===== config.mk =====
export PLATFORM = sky130hd
export DESIGN_NAME = ultra_beam_layer_compositor
export DESIGN_NICKNAME = d
export VERILOG_FILES = /design/src/rtl/ultra_beam_layer_compositor.sv
export SDC_FILE = /design/constraint.sdc
export NUM_CORES = 1
export LEC_CHECK = 0
export BUFFER_PORTS_ARGS = -buffer_cell sky130_fd_sc_hd__buf_2
export CAP_MARGIN = 20
export CORE_ASPECT_RATIO = 2
export CORE_UTILIZATION = 40
export CTS_CLUSTER_SIZE = 40
export DETAILED_ROUTE_END_ITERATION = 8
export PLACE_DENSITY_LB_ADDON = 0.12
export SLEW_MARGIN = 15
export SYNTH_ARGS = -nofsm -noshare
export SYNTH_HDL_FRONTEND = slang
export SYNTH_SLANG_ARGS = --single-unit
export TNS_END_PERCENT = 1

===== constraint.sdc =====
create_clock -name clk -period 1.86 [get_ports clk]
set_input_delay 0.093 -clock clk [delete_from_list [all_inputs] [get_ports clk]]
set_output_delay 0.093 -clock clk [all_outputs]
set_load 0.02 [all_outputs]

===== src/rtl/ultra_beam_layer_compositor.sv =====
// rtl/ultra_beam_layer_compositor.sv - two-stage layer compositor with flash/fade screen effects
// Stage 1 picks the visible colour, stage 2 applies the effect FSM; sync rides along both stages.
module ultra_beam_layer_compositor #(
   parameter int LAYERS       = 2,
   parameter int COLOR_W      = 4,
   parameter int H_BITS       = 11,
   parameter int V_BITS       = 10,
   parameter int FIELD_X_MIN  = 341,
   parameter int FIELD_X_MAX  = 682,
   parameter logic [3*COLOR_W-1:0] BG_COLOR = {3{{COLOR_W{1'b1}}}},
   parameter int FLASH_FRAMES = 8,
   parameter int FADE_DIV     = 4
) (
   input  logic                          clk,
   input  logic                          rst_n,
   input  logic [H_BITS-1:0]             beam_x,
   input  logic [V_BITS-1:0]             beam_y,
   input  logic                          draw,
   input  logic [1:0]                    sync_in,
   input  logic [LAYERS*3*COLOR_W-1:0]   layer_colors,
   input  logic [LAYERS-1:0]             layer_transparent,
   input  logic                          frame_tick,
   input  logic                          flash_req,
   input  logic                          fade_req,
   input  logic                          fade_clear,
   output logic [COLOR_W-1:0]            red,
   output logic [COLOR_W-1:0]            green,
   output logic [COLOR_W-1:0]            blue,
   output logic [1:0]                    sync_out,
   output logic                          fx_busy
);

   localparam int FCNT_MAX = (FLASH_FRAMES > FADE_DIV) ? FLASH_FRAMES : FADE_DIV;
   localparam int FCNT_W   = $clog2(FCNT_MAX + 1);
   localparam int PIX_W    = 3 * COLOR_W;

   localparam logic [1:0] S_IDLE  = 2'd0;
   localparam logic [1:0] S_FLASH = 2'd1;
   localparam logic [1:0] S_FADE  = 2'd2;
   localparam logic [1:0] S_DARK  = 2'd3;

   localparam logic [H_BITS-1:0] L_XMIN       = H_BITS'(FIELD_X_MIN);
   localparam logic [H_BITS-1:0] L_XMAX       = H_BITS'(FIELD_X_MAX);
   localparam logic [FCNT_W-1:0] L_FLASH_LAST = FCNT_W'(FLASH_FRAMES - 1);
   localparam logic [FCNT_W-1:0] L_FADE_LAST  = FCNT_W'(FADE_DIV - 1);

   logic [PIX_W-1:0]   w_col;
   logic               w_in_field;
   logic [PIX_W-1:0]   w_fx;
   logic [COLOR_W-1:0] w_shade_inc;
   logic               w_unused_beam_y;

   logic [PIX_W-1:0]   r_s1_col;
   logic               r_s1_in_field;
   logic [1:0]         r_s1_sync;
   logic [PIX_W-1:0]   r_out;
   logic [1:0]         r_sync2;
   logic [1:0]         r_state;
   logic [FCNT_W-1:0]  r_fcnt;
   logic [COLOR_W-1:0] r_shade;

   assign w_unused_beam_y = ^beam_y;
   assign w_shade_inc     = r_shade + 1'b1;

   // Colours are held internally as {b,g,r}; BG_COLOR is given as {r,g,b}.
   always_comb begin
      w_col      = '0;
      w_in_field = 1'b0;
      if (draw && (beam_x >= L_XMIN) && (beam_x < L_XMAX)) begin
         w_in_field = 1'b1;
         w_col      = {BG_COLOR[COLOR_W-1:0], BG_COLOR[2*COLOR_W-1:COLOR_W], BG_COLOR[3*COLOR_W-1:2*COLOR_W]};
         for (int l = LAYERS - 1; l >= 0; l--) begin
            if (!layer_transparent[l]) w_col = layer_colors[l*PIX_W +: PIX_W];
         end
      end
   end

   always_comb begin
      w_fx = r_s1_col;
      case (r_state)
         S_FLASH: w_fx = r_s1_in_field ? ~r_s1_col : '0;
         S_FADE: begin
            for (int c = 0; c < 3; c++) begin
               w_fx[c*COLOR_W +: COLOR_W] = (r_s1_col[c*COLOR_W +: COLOR_W] > r_shade) ?
                                            (r_s1_col[c*COLOR_W +: COLOR_W] - r_shade) : '0;
            end
         end
         S_DARK:  w_fx = '0;
         default: w_fx = r_s1_col;
      endcase
   end

   always_ff @(posedge clk or negedge rst_n) begin
      if (!rst_n) begin
         r_s1_col      <= '0;
         r_s1_in_field <= 1'b0;
         r_s1_sync     <= '0;
         r_out         <= '0;
         r_sync2       <= '0;
      end else begin
         r_s1_col      <= w_col;
         r_s1_in_field <= w_in_field;
         r_s1_sync     <= sync_in;
         r_out         <= w_fx;
         r_sync2       <= r_s1_sync;
      end
   end

   // Requests are resolved before frame_tick, so a tick arriving with a start request is not counted.
   always_ff @(posedge clk or negedge rst_n) begin
      if (!rst_n) begin
         r_state <= S_IDLE;
         r_fcnt  <= '0;
         r_shade <= '0;
      end else begin
         case (r_state)
            S_IDLE, S_FLASH: begin
               if (fade_req && !fade_clear) begin
                  r_state <= S_FADE;
                  r_fcnt  <= '0;
                  r_shade <= '0;
               end else if (flash_req) begin
                  r_state <= S_FLASH;
                  r_fcnt  <= '0;
               end else if (r_state == S_FLASH && frame_tick) begin
                  if (r_fcnt == L_FLASH_LAST) begin
                     r_state <= S_IDLE;
                     r_fcnt  <= '0;
                  end else begin
                     r_fcnt <= r_fcnt + 1'b1;
                  end
               end
            end
            S_FADE: begin
               if (fade_clear) begin
                  r_state <= S_IDLE;
                  r_fcnt  <= '0;
                  r_shade <= '0;
               end else if (frame_tick) begin
                  if (r_fcnt == L_FADE_LAST) begin
                     r_fcnt  <= '0;
                     r_shade <= w_shade_inc;
                     if (&w_shade_inc) r_state <= S_DARK;
                  end else begin
                     r_fcnt <= r_fcnt + 1'b1;
                  end
               end
            end
            default: begin
               if (fade_clear) begin
                  r_state <= S_IDLE;
                  r_fcnt  <= '0;
                  r_shade <= '0;
               end
            end
         endcase
      end
   end

   assign red      = r_out[COLOR_W-1:0];
   assign green    = r_out[2*COLOR_W-1:COLOR_W];
   assign blue     = r_out[3*COLOR_W-1:2*COLOR_W];
   assign sync_out = r_sync2;
   assign fx_busy  = (r_state != S_IDLE);

endmodule


==> Yosys cells after proc, flatten, opt, wreduce, memory -nomap -nowiden <==
Index checks and enable logic that the tools add are counted.
{ "classes": {"mux": 33, "bitwise_logic": 1, "magnitude_cmp": 5, "eq_ne": 11, "n_addsub": 5, "reduce_logical": 13} }
{ "ops": {"columns": ["op", "count"], "rows": [
  ["4-bit 2-to-1 mux", 15],
  ["12-bit 2-to-1 mux", 4],
  ["12-bit one-hot mux with 3 select lines", 1],
  ["2-bit 2-to-1 mux", 9],
  ["4-bit one-hot mux with 2 select lines", 2],
  ["4-bit > comparator", 3],
  ["12-bit inverter", 1],
  ["4-bit subtractor", 3],
  ["11-bit by 9-bit greater-or-equal comparator with 1-bit output (second input constant)", 1],
  ["11-bit by 10-bit less-than comparator with 1-bit output (second input constant)", 1],
  ["3-bit != test (second input constant)", 3],
  ["4-bit by 1-bit adder with 4-bit output (second input constant)", 2],
  ["4-bit != test (second input constant)", 2],
  ["4-bit AND reduction", 2],
  ["6-bit AND reduction", 1],
  ["2-bit equality test (second input constant)", 2],
  ["4-bit by 2-bit equality test with 1-bit output (second input constant)", 1],
  ["4-bit by 3-bit equality test with 1-bit output (second input constant)", 1],
  ["1-bit logical AND", 4],
  ["2-bit one-hot mux with 2 select lines", 1],
  ["3-bit AND reduction", 1],
  ["3-bit nonzero test", 1],
  ["2-bit by 1-bit equality test with 1-bit output (second input constant)", 1],
  ["2-bit zero test", 1],
  ["other kinds (5)", 5]
]} }
{ "word_totals": {"output_inout_bits": 15, "in_bits": 56, "reg_bits": 39, "elab_cells": 76} }

==> Longest topological paths before layout <==
{ "depth": {"word_depth": 7, "ltp_mapped": 9, "depth_no_buf": 9} }

==> Least setup slack after synthesis <==
Ideal clock, no wire load.
{ "synth_path": {"path_type": "reg-to-reg", "startpoint": "reg r_shade[0]", "endpoint": "reg r_out[1]", "path_stages_with_launch": 8, "t_arrival_ns": 1.782, "required_time_ns": 1.734, "period_less_slack_ns": 1.908, "path_slack_ns": -0.048, "cell_sequence": "dfrtp_1 -> ha_1 -> inv_1 -> fa_1 -> a211o_1 -> o211ai_1 -> a41oi_1 -> a221o_1"} }
{ "synth_between": {"elab_chain_cells": 3} }
{ "synth_rtl": {"columns": ["element", "line_no", "rtl"], "rows": [
  ["from (decl)", "60", "logic [COLOR_W-1:0] r_shade;"],
  ["from (signal assigned)", "142", "r_shade <= w_shade_inc;"],
  ["4-bit subtractor or 4-bit > comparator (tied branches)", "85, 84", null],
  ["4-bit 2-to-1 mux (*)", "84", "w_fx[c*COLOR_W +: COLOR_W] = (r_s1_col[c*COLOR_W +: COLOR_W] > r_shade) ?"],
  ["12-bit one-hot mux with 3 select lines (*)", "80", "case (r_state)"],
  ["via w_fx[1]", "49", "logic [PIX_W-1:0] w_fx;"],
  ["to (signal assigned)", "104", "r_out <= w_fx;"],
  ["to (decl)", "56", "logic [PIX_W-1:0] r_out;"]
]} }
Mark *: on every way through the listed nets, which the timed path passes. The rest lies on a longest branch.
A chain may end at the register's enable or synchronous reset.

==> Final worst setup path <==
{ "layout_path": {"startpoint": "reg r_shade[0]", "endpoint": "reg r_out[7]"} }
Same word-level chain as after synthesis.

==> flow_metrics.py <==
metrics = {
    "run_status": {
        "status": "finished, violations left",
        "violations": "setup timing",
    },
    "drt": {
        "drc": 0,
        "routedWlPerCell_um": 14.0,
        "viasPerCell": 5.38,
        "ant_nets": 0,
        "drt_iter0_drc": 45,
        "dr.pass1.iters": 4,
        "wl_mm": 5.39,
        "vias": 2078,
    },
    "setup_path": {
        "path_max_fanout": 5,
        "cp.required_ps": 2020,
        "cp-start-kind": "register",
        "worstSetupPathType": "register to register",
        "r2r_cells": 8,
        "r2r_start": "r_shade[0]$_DFFE_PN0P_",
        "r2r-end": "r_out[7]$_DFF_PN0_",
        "cp.arrival_ps": 2030,
        "regToRegSetupSlack_ps": -10,
        "endpoint_kind": "register",
    },
    "timing": {
        "drv_slew": 0,
        "finalHoldViolations": 0,
        "fmax_ghz": 0.534,
        "setup_slack_ps": -14.4,
        "skew_ps": 6.23,
        "fin_crit_sh_pct": 101,
        "worstMarginPinSlew_ps": 506,
        "period_needed_ps": 1870,
        "setup_viol": 2,
        "rsz0062_at_grt": "true",
        "relSlewSlack_pct": 66.3,
    },
    "finish": {
        "finalNonFillerCells": 386,
        "diodes": 0,
        "fillers": 546,
        "area_growth_pct": 32.8,
        "drive_gt1_share_pct": 35.3,
        "final_core_util_pct": 55.1,
        "nets": 399,
        "design_area_sq_um": 2990,
    },
    "floorplan": {
        "start_util_pct": 41.5,
        "io_pins": 71,
        "coreArea_sq_um": 5420,
        "die_area_sq_um": 5950,
        "chipHeight_um": 108,
        "rows": 38,
        "die-width_um": 55.0,
    },
    "logic_synthesis": {
        "syn_nets": 308,
        "async_flop_share_pct": 100,
        "yosys-top-cells-area": "dfrtp_1 43%, ha_1 8.3%, nor2_1 4.7%",
        "syn_area_per_cell_sq_um": 9.62,
        "ys.flop_type": "dfrtp_1",
        "ys_ff_latch": 39,
        "yosysTopAreaCell": "dfrtp_1",
        "yosysMostFrequentCell": "dfrtp_1",
        "yosys.cell_types.count": 49,
        "synth_cells": 234,
        "syn_area_sq_um": 2250,
        "synth_common_cells": "39 x dfrtp_1, 28 x nor2_1, 18 x a21oi_1, 18 x inv_1, 15 x ha_1",
        "synth_top_area_share_pct": 43.4,
        "seq_area_frac_synth_pct": 43.4,
        "ys_warn_count": 0,
        "synth-edff-count": 0,
    },
    "place": {
        "dp_hpwl_mm": 4.46,
        "gp_congestion": 0.802,
        "numPortBuffers": 60,
        "numPlacedInstances": 374,
        "postPlaceCellArea_sq_um": 2800,
    },
    "clock_network": {
        "htree_levels": 2,
        "cts-root-buf": "clkbuf_8",
        "clk_latency_ps": 300,
        "clkSinkCount": 39,
        "clk_path_buf_depth": 2,
        "cts_tree": "done",
        "numCtsBuffers": 5,
        "clk_pin_slew_worst_paths_ps": 70,
    },
    "global_route": {
        "gr-total-overflow": 0,
        "grt.total_usage_pct": 21.1,
        "grt_max_degree": 24,
        "grt_pass1_vias": 2060,
        "antenna_found_initial": 0,
        "grt_first_pass_wirelength_mm": 8.90,
    },
    "job": {
        "cap_violations": 0,
    },
    "power": {
        "ir_drop_uv": 566,
        "p_per_area_nw_per_um2": 702,
        "cellLeakagePower_nw": 1.47,
    },
    "min_path": {
        "min_to": "r_s1_col[7]$_DFF_PN0_",
        "holdCritStartpoint": "layer_colors[19]",
        "hold_path.class": "input port to register",
        "hold_path_depth": 3,
    },
}
[metal layers]
| layer | global-route usage, % | vias to the layer above | wire, um |
|---|---|---|---|
| li1 | - | 1028 | - |
| met1 | 19.5 | 982 | 1840 |
| met2 | 40.5 | 58 | 3220 |
| met3 | 3.80 | 10 | 176 |
| met4 | 9.64 | 0 | 157 |
| met5 | 0 | - | 0 |
[repair_timing]
| item | in CTS | in global routing |
|---|---|---|
| setup buffers | 0 | 1 |
| hold buffers | 3 | 0 |
| hold endpoints to repair | 23 | 0 |
| setup endpoints to repair | 10 | 14 |
| gates resized for setup | 7 | 9 |
| pin swaps | 2 | 1 |
[layout by cell type, fill, tap and decap left out, types with 2 or more instances in the layout]
cell type,instances
a21o_1,8
a21oi_1,16
a21oi_2,2
a221o_1,3
and2b_1,2
buf_2,60
buf_4,27
clkbuf_8,7
dfrtp_1,37
dfrtp_2,2
dlygate4sd3_1,3
fa_2,3
ha_1,14
inv_1,15
inv_2,3
nand2_1,14
nand2b_1,5
nand3_1,2
nand3b_1,2
nand4_1,2
nor2_1,26
nor2_2,2
nor2b_1,3
o211ai_1,3
o21ai_0,14
o221ai_1,3
o22ai_1,13
xnor2_1,3
xor2_1,3
[flip-flops by register name, summed over array words and instances, names as in the netlist]
signal         flops
r_s1_in_field      1
sync_out           2
r_shade            4
r_fcnt             4
r_state            2
r_s1_col          12
r_s1_sync          2
r_out             12
[metrics by stage]
step	power (W)	setup slack, ps	setup TNS (ps)	hold slack [ps]
3_3_place_gp	0.00147	-73.9	-278	91.4
5_1_grt	0.00221	-104	-594	48.2
2_1_floorplan	0.00125	3.90	0	-203
6_report	0.00210	-14.4	-17.1	32.5
4_1_cts	0.00212	-38.5	-107	28.0
3_5_place_dp	0.00148	-120	-521	104
[worst max-delay path: stages, from the launching register on]
cell	delay, ps
dfrtp_2	430
ha_1	160
inv_1	60
fa_2	360
a21oi_2	140
nor2b_1	50
o211ai_1	220
buf_4	170
o221ai_1	130
[worst max path at each step]
| stage | to | slack (ps) | start | cells past startpoint |
|---|---|---|---|---|
| after floorplan | r_out[1]$_DFF_PN0_ | 4 | r_s1_col[0]$_DFF_PN0_ | 8 |
| after global placement | r_out[9]$_DFF_PN0_ | -70 | r_s1_col[8]$_DFF_PN0_ | 8 |
| after detailed placement | r_out[1]$_DFF_PN0_ | -120 | r_s1_col[0]$_DFF_PN0_ | 8 |
| after CTS | r_out[1]$_DFF_PN0_ | -40 | r_s1_col[0]$_DFF_PN0_ | 8 |
| after global routing | r_out[11]$_DFF_PN0_ | -100 | r_shade[1]$_DFFE_PN0P_ | 6 |
| final | r_out[7]$_DFF_PN0_ | -10 | r_shade[0]$_DFFE_PN0P_ | 8 |
[where the power goes]
| part | total (W) | internal [W] | switching, W |
|---|---|---|---|
| Combinational | 0.000521 | 0.000237 | 0.000284 |
| Sequential | 0.000950 | 0.000912 | 0.0000379 |
| Clock | 0.000627 | 0.000338 | 0.000288 |
[area by class of cell]
class	instances	area (sq um)	share of cell area [%]
clock buffer	8	100	3.35
timing repair buffer	90	533	17.8
sequential	39	978	32.7
multi-input combinational	171	1230	41.3
inverter	18	67.6	2.26
tap	60	75.1	2.51
[cell families after synthesis]
logic type	count (synthesis)	synth area share [%]
compound gates	76	22.0
simple gates	71	17.2
fa+ha+maj	18	11.0
flops	39	43.4
xor+xnor	6	2.34
buf+inv	24	4.11
No activity file was read; power rests on OpenSTA's default activity.
